--- config.mk ---
export PLATFORM = sky130hd
export DESIGN_NAME = fetch_unit
export DESIGN_NICKNAME = d
export VERILOG_FILES = /design/src/rtl/fetch_unit.sv
export SDC_FILE = /design/constraint.sdc
export NUM_CORES = 1
export LEC_CHECK = 0
export CORE_MARGIN = 2
export CORE_UTILIZATION = 30
export DETAILED_ROUTE_END_ITERATION = 16
export PLACE_DENSITY_LB_ADDON = 0.25
export SLEW_MARGIN = 5
export SYNTH_ARGS = -nofsm -noshare
export SYNTH_HDL_FRONTEND = slang
export SYNTH_SLANG_ARGS = --single-unit
--- constraint.sdc ---
create_clock -name clk -period 4.07 [get_ports clk]
set_input_delay 1.0175 -clock clk [delete_from_list [all_inputs] [get_ports clk]]
set_output_delay 1.0175 -clock clk [all_outputs]
set_load 0.1 [all_outputs]
--- src/rtl/fetch_unit.sv ---
// fetch_unit: instruction-fetch front end.
// Drives the fetch address into imem and captures the combinationally
// returned op word. Each fetched {pc, op} pair is written into a small
// in-order queue, and decode drains that queue over a valid/ready handshake.
// Later stages can redirect fetch, which discards everything in the queue.
// Fetch stops on HALT_OP until the next redirect or reset.
module fetch_unit #(
    parameter logic [15:0] RESET_PC = 16'h0000,
    parameter int          DEPTH    = 2,
    parameter logic [15:0] HALT_OP  = 16'h0000
) (
    input  logic        clk,
    input  logic        rst,
    output logic [15:0] pc,
    input  logic [15:0] op,
    input  logic        redirect_valid,
    input  logic [15:0] redirect_pc,
    output logic        out_valid,
    input  logic        out_ready,
    output logic [15:0] out_op,
    output logic [15:0] out_pc,
    output logic        halted
);

    // Pointer width. DEPTH is a power of two, so the pointers wrap on their own.
    localparam int AW = (DEPTH > 1) ? $clog2(DEPTH) : 1;
    // Occupancy width. It must be able to hold the value DEPTH itself.
    localparam int CW = $clog2(DEPTH + 1);

    typedef enum logic {
        RUN  = 1'b0,
        HALT = 1'b1
    } state_t;

    typedef struct packed {
        logic [15:0] pc;
        logic [15:0] op;
    } entry_t;

    entry_t          entries [DEPTH];
    logic [AW-1:0]   rd_ptr;
    logic [AW-1:0]   wr_ptr;
    logic [CW-1:0]   count;
    logic [15:0]     fetch_pc;
    state_t          state;

    logic            pop;
    logic            fetch_en;
    logic            is_halt_op;
    logic            has_room;
    entry_t          head;

    // The imem address comes straight from the fetch register.
    assign pc = fetch_pc;

    // A redirect cycle hides the head entry, so decode cannot consume
    // an instruction that is about to be flushed.
    assign out_valid = (count != '0) && !redirect_valid;
    assign pop       = out_valid && out_ready;

    // When the queue is full, a fetch can still go ahead if the head leaves
    // in the same cycle.
    assign has_room   = (count < CW'(DEPTH)) || pop;
    assign fetch_en   = (state == RUN) && !redirect_valid && has_room;
    assign is_halt_op = (op == HALT_OP);

    // The head entry comes only from storage, so out_op and out_pc have
    // no combinational path from op.
    assign head   = entries[rd_ptr];
    assign out_op = head.op;
    assign out_pc = head.pc;

    // halted is taken directly from the state flop.
    assign halted = (state == HALT);

    // Control path: fetch address, queue pointers, occupancy and run/halt state.
    // NOTE: every register in a clocked block uses <=, so all of them update
    // together from values taken before the clock edge.
    always_ff @(posedge clk) begin
        if (rst) begin
            fetch_pc <= RESET_PC;
            rd_ptr   <= '0;
            wr_ptr   <= '0;
            count    <= '0;
            state    <= RUN;
        end else if (redirect_valid) begin
            // Flush the queue and restart fetch. The new address is fetched in the next cycle.
            fetch_pc <= redirect_pc;
            rd_ptr   <= '0;
            wr_ptr   <= '0;
            count    <= '0;
            state    <= RUN;
        end else begin
            if (pop) begin
                rd_ptr <= rd_ptr + AW'(1);
            end
            if (fetch_en) begin
                wr_ptr <= wr_ptr + AW'(1);
                // The halt instruction is still queued so that decode sees it.
                // After that, fetch stays parked on the halt address.
                if (is_halt_op) begin
                    state <= HALT;
                end else begin
                    fetch_pc <= fetch_pc + 16'd1;
                end
            end
            unique case ({fetch_en, pop})
                2'b10:   count <= count + CW'(1);
                2'b01:   count <= count - CW'(1);
                default: count <= count;
            endcase
        end
    end

    // Queue storage: write the fetched pair into the tail slot.
    // NOTE: the entry array has no reset. Its contents matter only while
    // count says they are valid, so clearing it would only cost area.
    always_ff @(posedge clk) begin
        if (fetch_en) begin
            entries[wr_ptr] <= {fetch_pc, op};
        end
    end

    // The occupancy can never exceed the queue depth.
    assert property (@(posedge clk) disable iff (rst) count <= CW'(DEPTH));

    // Fetch never happens while halted.
    assert property (@(posedge clk) disable iff (rst) (state == HALT) |-> !fetch_en);

endmodule

[After elaboration in Yosys (flattened, before gate mapping)]
Memory sizes are Yosys's and may differ from the RTL's. A register that Yosys moved wholly into a read port is not among the register bits.
Index checks and enable logic that the tools add are counted.
Storage, ports and cells
  bits in registers: 21
  bits of input ports: 36
  output and inout port bits: 50
  memories: 1
  bits in writable memories: 64
Memory list
  entries: depth 2, width 32, rd ports 1, clocked after memory_dff 1, write ports 1, line 40  | entry_t entries [DEPTH];
Operators by class
  bitwise gates (word level): 1
  multiplexer cells: 8
  add/sub/neg operators: 5
  $lt $le $gt $ge: 1
  reduce and logical (&&, ||, !) cells: 13
  eq/ne operators: 3
Operators with widths (count)
  two-way mux 16 bit: 3
  adder 16 x 1 -> 16 bit (second input constant): 1
  zero test 16 bit: 1
  nonzero test 2 bit: 3
  logical AND 1 bit: 4
  two-way mux 1 bit: 4
  one-hot mux 2 bit (2 select lines): 1
  AND reduction 2 bit: 2
  adder 1 bit (second input constant): 2
  adder 2 x 1 -> 2 bit (second input constant): 1
  equality test 2 x 1 -> 1 bit (second input constant): 1
  equality test 2 bit (second input constant): 1
  < comparator 2 bit (second input constant): 1
  != test 2 bit (second input constant): 1
  OR reduction 2 bit: 1
  subtractor 2 x 1 -> 2 bit (second input constant): 1
  zero test 1 bit: 1
  logical OR 1 bit: 1
  inverter 1 bit: 1

[Longest topological paths before layout]
Gate-level depths: netlist of the first run.
  word-level depth: 7
  mapped depth: 8
  depth with buffers taken out: 7

[Worst setup path before layout of the first run]
No wires, ideal clock.
  path kind: input port to flip-flop
  from: input port redirect_valid
  to: memory entries[0][0] (netlist name) (enable)
  cell stages on the path: 5
  setup time: 0.421 ns
  arrival: 3.090 ns
  setup slack: 0.559 ns
  cell sequence: inv_1 clkbuf_1 buf_1 nand2_1 nor2_1
Between the ends
  longest elaborated chain between the ends: 7
  elaborated cells on any way between the ends: 8
  classes of those cells: 2 x mux; 6 x reduce/logical
RTL lines
  start: declaration: line 16  | input logic redirect_valid,
  zero test 1 bit *: line 58, 64
  logical AND 1 bit: line 58  | assign out_valid = (count != '0) && !redirect_valid;
  logical AND 1 bit: line 59  | assign pop = out_valid && out_ready;
  logical OR 1 bit: line 63  | assign has_room = (count < CW'(DEPTH)) || pop;
  logical AND 1 bit *: line 64  | assign fetch_en = (state == RUN) && !redirect_valid && has_room;
  two-way mux 1 bit *: line 119  | if (fetch_en) begin
  two-way mux 1 bit (not written as such) *: line 120  | entries[wr_ptr] <= {fetch_pc, op};
  end: declaration: line 40
Mark *: on every way between the ends. The rest lies on a longest branch, timed or not.

[Worst setup path after layout of the first run]
  from: register state, in the netlist halted
  to: output port halted
RTL lines
  start: declaration: line 45  | state_t state;
  start signal: assignment: line 85  | state <= RUN;
  start signal: assignment: line 92  | state <= RUN;
  start signal: assignment: line 102  | state <= HALT;
  end: declaration: line 22  | output logic halted
No word-level cell between the ends.

==> metrics.txt, run 1 <==
WP data required 3050 ps; initial antenna violation count 0; Final Max Tran Viols 0; Inst Count DP 493; DRT Wirelength 8700 microns; max_slew headroom 0.324; Hold Path Stages 2; Worst-Skew Late Latency 330 ps; CTS-repair resized insts 0; RSZ-0062 raised after global routing false; cell count after synthesis 269; Max clock buf depth 2; Max Cap Viol 0; CORE AREA 0.0120 sq mm; setup slack, reg-to-reg 2090 ps; distinct cell type count after synthesis 44; Post-CTS Setup Repair Bufs 0; clock skew 4.09 ps; layout cell share with drive strength beyond 1 0.254; register share of total power 0.440; Hold Buf Count CTS 0; DR DRC count 0; critical path's largest stage delay 1220 ps; Startpoint Class register; buffer and inverter count on the worst path 1; Pwr per Cell Area 471 mW/mm^2; WS Path Type reg2out; worst hold path type reg2reg; Avg Inst Size Synth 13.6 sq um; Seq/Total Area, Yosys 0.645; Comb power frac 0.197; FMAX 317 MHz; final hold violations 0; hold_sp rd_ptr; routed vias/inst 5.01; Int Power 1.65 mW; final setup fails 0; CTS tree yes; Layout Cells excl Fill 509; switching power 0.679 mW; row count 40; Die Wd 115 microns; synthesized area 0.00366 sq mm; CTS Sinks 86; worst-case reg-to-reg path depth 4; vias 2,552; fill count 1,136; Final ANT Viol Nets 0; number of CTS-inserted buffers 9; I/O pins 86; total grt overflow 0; post-layout min period 3160 ps; Leakage 1.70 nW; CTS H-Tree Depth 3; CP Capture Type output pin; fin nets 395; Largest delay share family, worst path buffers and inverters; first drt pass iteration count 4; Starting Density 0.306; Die H 115 microns; area delta synth->final 35.2%; number of buffers added on ports 85; Tot GR Track Use 0.135; largest net degree at the start of global routing 23; root cell of the clock tree clkbuf_16; Setup Total Neg Slack 0 ps; per-cell routed wire length 17.1 microns; FF+latch count, synth 86; CP arrival 2140 ps; gpl congestion 0.770; dpl hpwl 6060 microns; CP max-delay cell clkdlybuf4s50_1; reg2reg start pc[0]; Iter 0 DRT Violations 137; number of diodes 0; Yosys warning total 0; Tightest Pin Transition 1010 ps; Final period util 0.776; hold endpoint rd_ptr; total power draw 2.33 mW; vias in the first global route 2,505; outcome completed; clk slew on worst S/H paths 60 ps; worst vdd ir 238 uV; clock share of power 0.363; Sw Ratio 0.291; first-pass GRT wire length 13,300 microns; R2R Path End pc[2]; syn nets 307; Max Fanout on Critical Path 13; Die ar. 0.0131 sq mm; cell chain of the critical path clkdlybuf4s50_1
[routing by layer]
metal,global-route usage,vias to the layer above,routed length (microns)
li1,-,1236,-
met1,0.186,1216,4040
met2,0.200,86,3920
met3,0.0413,14,603
met4,0.0504,0,139
met5,0,-,0
[flip-flops by register name, indices dropped and copies added, names as in the netlist, named ones only]
signal / flops
halted: 1
count: 2
pc: 16
rd_ptr: 1
wr_ptr: 1
entries: 64
[cells by family (layout without fill, tap and decap cells)]
logic type,Yosys count,count (layout),synth area share
DFF,86,86,0.645
xor gates and xnor gates,4,4,0.00956
muxes,32,32,0.0983
and+or+nand+nor,87,87,0.135
AOI/OAI and AO/OA,37,37,0.0819
buffers and inverters,21,114,0.0242
adders and majority gates,2,2,0.00683
[worst register-to-register path: stages (launching register included)]
cell and delay, ps:
dfxtp_1 510, ha_1 390, or3b_1 400, or3_1 310, a311oi_1 270
[Yosys cell counts, drive strengths merged]
library cell / instances / area, sq um
a2111oi: 2 / 25.0
a211oi: 1 / 7.51
a21o: 2 / 15.0
a21oi: 2 / 10.0
a311oi: 12 / 105
a31o: 2 / 17.5
a32oi: 2 / 17.5
and2: 3 / 18.8
and3: 3 / 18.8
and4: 1 / 8.76
buf: 7 / 36.3
clkbuf: 7 / 26.3
dfxtp: 22 / 440
edfxtp: 64 / 1920
ha: 2 / 25.0
inv: 7 / 26.3
mux2: 32 / 360
nand2: 8 / 30.0
nand3: 9 / 45.0
nand4: 9 / 71.3
nand4b: 1 / 8.76
nor2: 21 / 78.8
nor2b: 4 / 32.5
nor3: 4 / 20.0
nor3b: 2 / 15.0
nor4: 11 / 68.8
o21a: 1 / 7.51
o21ai: 5 / 25.0
o21ba: 1 / 10.0
o311a: 1 / 10.0
o31ai: 2 / 15.0
o41ai: 4 / 35.0
or2: 2 / 15.0
or3: 6 / 37.5
or3b: 1 / 8.76
or4: 2 / 15.0
xnor2: 3 / 26.3
xor2: 1 / 8.76
[placed cells by master (no fill, tap or decap), drive strengths merged, types with 3 or more instances in the layout]
cell type | synthesis | final
xnor2 | 3 | 3
nand3 | 9 | 9
nor2b | 4 | 4
edfxtp | 64 | 64
nor3 | 4 | 4
and2 | 3 | 3
and3 | 3 | 3
inv | 7 | 7
nand2 | 8 | 8
nor2 | 21 | 21
or3 | 6 | 6
nor4 | 11 | 11
clkdlybuf4s50 | 0 | 52
mux2 | 32 | 32
buf | 7 | 39
o21ai | 5 | 5
clkbuf | 7 | 12
dfxtp | 22 | 22
a311oi | 12 | 12
nand4 | 9 | 9
o41ai | 4 | 4
[per-stage QoR]
| step | util | hold WS (ps) | worst slack (ps) | area (sq um) |
|---|---|---|---|---|
| floorplan | - | 472 | 559 | 3660 |
| global placement | 0.388 | 497 | 998 | 4650 |
| detailed placement | 0.388 | 504 | 952 | 4650 |
| CTS | 0.414 | 518 | 893 | 4950 |
| global route | 0.414 | 538 | 844 | 4950 |
| finish | 0.414 | 515 | 913 | 4950 |
[power groups by stage]
stage / clock [mW] / combinational [mW] / sequential [mW]
2_1_floorplan: 0 / 0.251 / 1.12
3_3_place_gp: 0 / 0.460 / 1.05
3_5_place_dp: 0 / 0.460 / 1.05
4_1_cts: 0.868 / 0.462 / 1.03
5_1_grt: 0.906 / 0.477 / 1.03
6_report: 0.846 / 0.459 / 1.03
[layout make-up]
class | instances | area (sq um) | area share
Clock buffer | 12 | 236 | 0.0477
Clock inverter | 4 | 71.3 | 0.0144
Inverter | 7 | 26.3 | 0.00530
Multi-Input combinational cell | 162 | 1220 | 0.247
Sequential cell | 86 | 2360 | 0.477
Tap cell | 147 | 184 | 0.0371
Timing Repair Buffer | 91 | 851 | 0.172
[worst max-delay path by stage]
stage | from | endpoint | depth (start not counted)
2_1_floorplan | redirect_valid | entries[0][0] | 5
3_3_place_gp | op[1] | pc[2] | 5
4_1_cts | halted | halted | 1
3_5_place_dp | op[1] | pc[2] | 5
5_1_grt | halted | halted | 1
6_report | halted | halted | 1
(Power assumes the default switching activity.)
==> run 2: changes to the inputs <==
==> constraint.sdc (replaced) <==
create_clock -name clk -period 3.2 [get_ports clk]
set_input_delay 0.8 -clock clk [delete_from_list [all_inputs] [get_ports clk]]
set_output_delay 0.8 -clock clk [all_outputs]
set_load 0.1 [all_outputs]
==> metrics.txt, run 2 (synthesized netlist as in run 1, its figures left out) <==
WS Path Type in2reg; largest net degree at the start of global routing 29; clock skew 6.60 ps; layout cell share with drive strength beyond 1 0.318; first-pass GRT wire length 13,100 microns; CORE AREA 0.0120 sq mm; DP Worst Slack 214 ps; worst hold path type reg2reg; number of flip-flops in the largest register 64; Die ar. 0.0131 sq mm; row count 40; worst-case reg-to-reg path depth 4; max_slew headroom 0.621; root cell of the clock tree clkbuf_16; fill count 1,092; Startpoint Class primary input; I/O pins 86; Starting Density 0.306; multi-input combinational cell area 0.00122 sq mm; CP Capture Type register; Max clock buf depth 2; DR DRC count 0; Max Cap Viol 0; Iter 0 DRT Violations 207; CTS-repair resized insts 0; per-cell routed wire length 16.8 microns; Die H 115 microns; Leakage 1.88 nW; Pwr per Cell Area 568 mW/mm^2; vias in the first global route 2,496; Hold Buf Count CTS 0; WP data required 3430 ps; total grt overflow 0; fin nets 398; FMAX 379 MHz; initial antenna violation count 0; Tightest Pin Transition 569 ps; vias 2,598; dpl hpwl 6040 microns; Die Wd 115 microns; Hold Path Stages 0; RSZ-0062 raised after global routing false; first drt pass iteration count 4; gpl congestion 0.826; Final Max Tran Viols 0; CTS H-Tree Depth 3; number of CTS-inserted buffers 9; worst setup margin 562 ps; worst vdd ir 282 uV; number of buffers added on ports 85; leading cell type in the layout, fill and taps excluded edfxtp_1; CTS Sinks 86; final hold violations 0; CTS tree yes; number of diodes 0; clk slew on worst S/H paths 60 ps; DRT Wirelength 8620 microns; Final ANT Viol Nets 0; Worst-Skew Late Latency 330 ps; Reg with most FFs entries; Post-CTS Setup Repair Bufs 0; Tot GR Track Use 0.130; final setup fails 0; post-layout min period 2640 ps; outcome completed; commonest cells after routing, fill and taps aside edfxtp_1, clkdlybuf4s50_1, buf_12; CP arrival 2870 ps; Setup Total Neg Slack 0 ps; Max Fanout on Critical Path 15; Final period util 0.824; area delta synth->final 45.2%; Reg area 0.00236 sq mm; routed vias/inst 5.07
[run 2: cell count changes in the layout (fill, tap and decap cells not counted)]
cell	delta
buf_12	+31
buf_4	-11
bufinv_16	-1
clkbuf_1	-3
clkbuf_8	+1
clkdlybuf4s50_1	-17
clkinv_1	-1
clkinv_4	+1
clkinvlp_4	+2
inv_6	+1
[run 2: layout make-up]
cell class,instances,share of cell area
clock buffer,10,0.0449
sequential,86,0.444
multi-input combinational,162,0.230
clock inverter,6,0.0132
timing repair buffer,94,0.229
inverter,7,0.00494
tap,147,0.0346
[run 2: where the power goes]
part,leakage [nW],internal (mW),switching [mW]
sequential,0.791,1.26,0.0398
combinational,0.946,0.224,0.442
clock,0.141,0.630,0.422
total,1.88,2.12,0.905
[run 2: final timing paths]
check	startpoint	to	slack (ps)
worst min register to register	pc[14]	entries[1][30]	510
worst max register to register	pc[0]	pc[2]	1260
worst min-delay path	pc[14]	entries[1][30]	510
worst max-delay path	op[1]	pc[9]	560
[run 2: metal layers]
| metal | up-vias | share of wire | wire, microns | global-route usage |
|---|---|---|---|---|
| met1 | 1262 | 0.45 | 3920 | 0.180 |
| met3 | 4 | 0.074 | 635 | 0.0360 |
| met4 | 0 | 0.0075 | 65 | 0.0341 |
| met2 | 94 | 0.46 | 4000 | 0.201 |
| li1 | 1238 | - | - | - |
| met5 | - | 0 | 0 | 0 |
[run 2: critical path: stages]
cell and delay, ps:
clkdlybuf4s50_1 470, nor4_1 510, and4_1 650, o41ai_1 160
a311oi_1 280
[run 2: metrics by stage]
step	instances	power, mW	hold WS (ps)	util	cell area, sq um
5_1_grt	512	3.12	523	0.445	5320
2_1_floorplan	269	1.74	472	-	3670
6_report	512	3.02	510	0.445	5320
3_5_place_dp	496	2.00	498	0.419	5010
3_3_place_gp	496	2.00	485	0.419	5010
4_1_cts	512	3.06	518	0.445	5320
==> run 3: changes to the inputs <==
==> constraint.sdc (replaced) <==
create_clock -name clk -period 2.6 [get_ports clk]
set_input_delay 0.65 -clock clk [delete_from_list [all_inputs] [get_ports clk]]
set_output_delay 0.65 -clock clk [all_outputs]
set_load 0.1 [all_outputs]
==> metrics.txt, run 3 (synthesized netlist as in run 1, its figures left out) <==
outcome completed; DP Worst Slack -18.0 ps; DR DRC count 0; number of buffers added on ports 85; Final ANT Viol Nets 0; max_slew headroom 0.666; setup slack, reg-to-reg 660 ps; Max Cap Viol 0; first drt pass iteration count 4; Iter 0 DRT Violations 160; total power draw 3.53 mW; routed vias/inst 5.09; clk slew on worst S/H paths 60 ps; Tightest Pin Transition 499 ps; commonest cells after routing, fill and taps aside edfxtp_1, clkdlybuf4s50_1, buf_12; Tot GR Track Use 0.141; hold slack 514 ps; vias in the first global route 2,701; Inst Count DP 503; CTS tree yes; critical path endpoint pc[10]; Pwr per Cell Area 663 mW/mm^2; Design Area, Final 0.00533 sq mm; Die ar. 0.0131 sq mm; number of flip-flops in the largest register 64; Max clock buf depth 2; reg2reg start pc[0]; Reg with most FFs entries; final design utilization 0.445; Layout Cells excl Fill 518; CTS Sinks 86; number of diodes 0; first-pass GRT wire length 14,100 microns; final hold violations 0; R2R Path End pc[2]; DRT Wirelength 9020 microns; placed inst area 0.00508 sq mm; Setup Total Neg Slack 0 ps; fill count 1,106; dpl hpwl 6280 microns; WP data required 2820 ps; worst vdd ir 279 uV; final setup fails 0; Max Fanout on Critical Path 11; layout cell share with drive strength beyond 1 0.313; FMAX 444 MHz; leading cell type in the layout, fill and taps excluded edfxtp_1; worst setup margin 349 ps; post-layout min period 2250 ps; root cell of the clock tree clkbuf_16; I/O pins 86; total grt overflow 0; number of CTS-inserted buffers 9; CP arrival 2470 ps; WS Path Type in2reg; Worst-Skew Late Latency 330 ps; largest net degree at the start of global routing 29; per-cell routed wire length 17.4 microns; gpl congestion 0.844; CORE AREA 0.0120 sq mm; Final period util 0.866; Final Max Tran Viols 0; vias 2,638; CTS-repair resized insts 0; CTS H-Tree Depth 3; initial antenna violation count 0; Startpoint Class primary input; CP Capture Type register; fin nets 405; Starting Density 0.306; RSZ-0062 raised after global routing false; row count 40; Hold Buf Count CTS 0; worst hold path type reg2reg; Die H 115 microns; Post-CTS Setup Repair Bufs 0; CP startpoint op[0]; area delta synth->final 45.3%; clock skew 5.19 ps; Leakage 1.90 nW; worst-case reg-to-reg path depth 4; Die Wd 115 microns
==> run 3: cell types whose count changed in the layout (fill, tap and decap cells not counted), sizes merged <==
cell      change
clkinvlp      -3
clkinv        +3
buf           +7
inv           -1
clkbuf        +1
bufinv        -1
==> run 3: final cells by class <==
cell class | count | area, sq um | area share
Timing Repair Buffer | 101 | 1280 | 0.241
Tap cell | 147 | 184 | 0.0345
Multi-Input combinational cell | 162 | 1220 | 0.230
Clock inverter | 4 | 15.0 | 0.00282
Sequential cell | 86 | 2360 | 0.444
Inverter | 7 | 26.3 | 0.00493
Clock buffer | 11 | 233 | 0.0437
==> run 3: power breakdown <==
part / internal [mW] / switching, mW
Combinational: 0.281 / 0.548
Clock: 0.629 / 0.467
Sequential: 1.56 / 0.0496
==> run 3: critical path, stage by stage <==
cell and delay [ps]:
clkdlybuf4s50_1 440, nor4_1 430, and4_1 520, buf_4 220
o41ai_1 70, o311a_1 120
==> run 3: worst min path at each step <==
stage / start / end / slack [ps] / cells after the start
after floorplan: count[1] / count[1] / 470 / 2
after global placement: count[1] / count[1] / 480 / 2
after detailed placement: pc[14] / entries[1][30] / 510 / 0
after CTS: pc[14] / entries[1][30] / 520 / 0
after global routing: pc[14] / entries[1][30] / 530 / 0
final: pc[14] / entries[1][30] / 510 / 0
==> run 3: per-layer routing <==
metal,part of all wire,global-route usage
met5,0,0
met4,0.012,0.0472
met3,0.062,0.0434
met2,0.48,0.222
met1,0.45,0.186
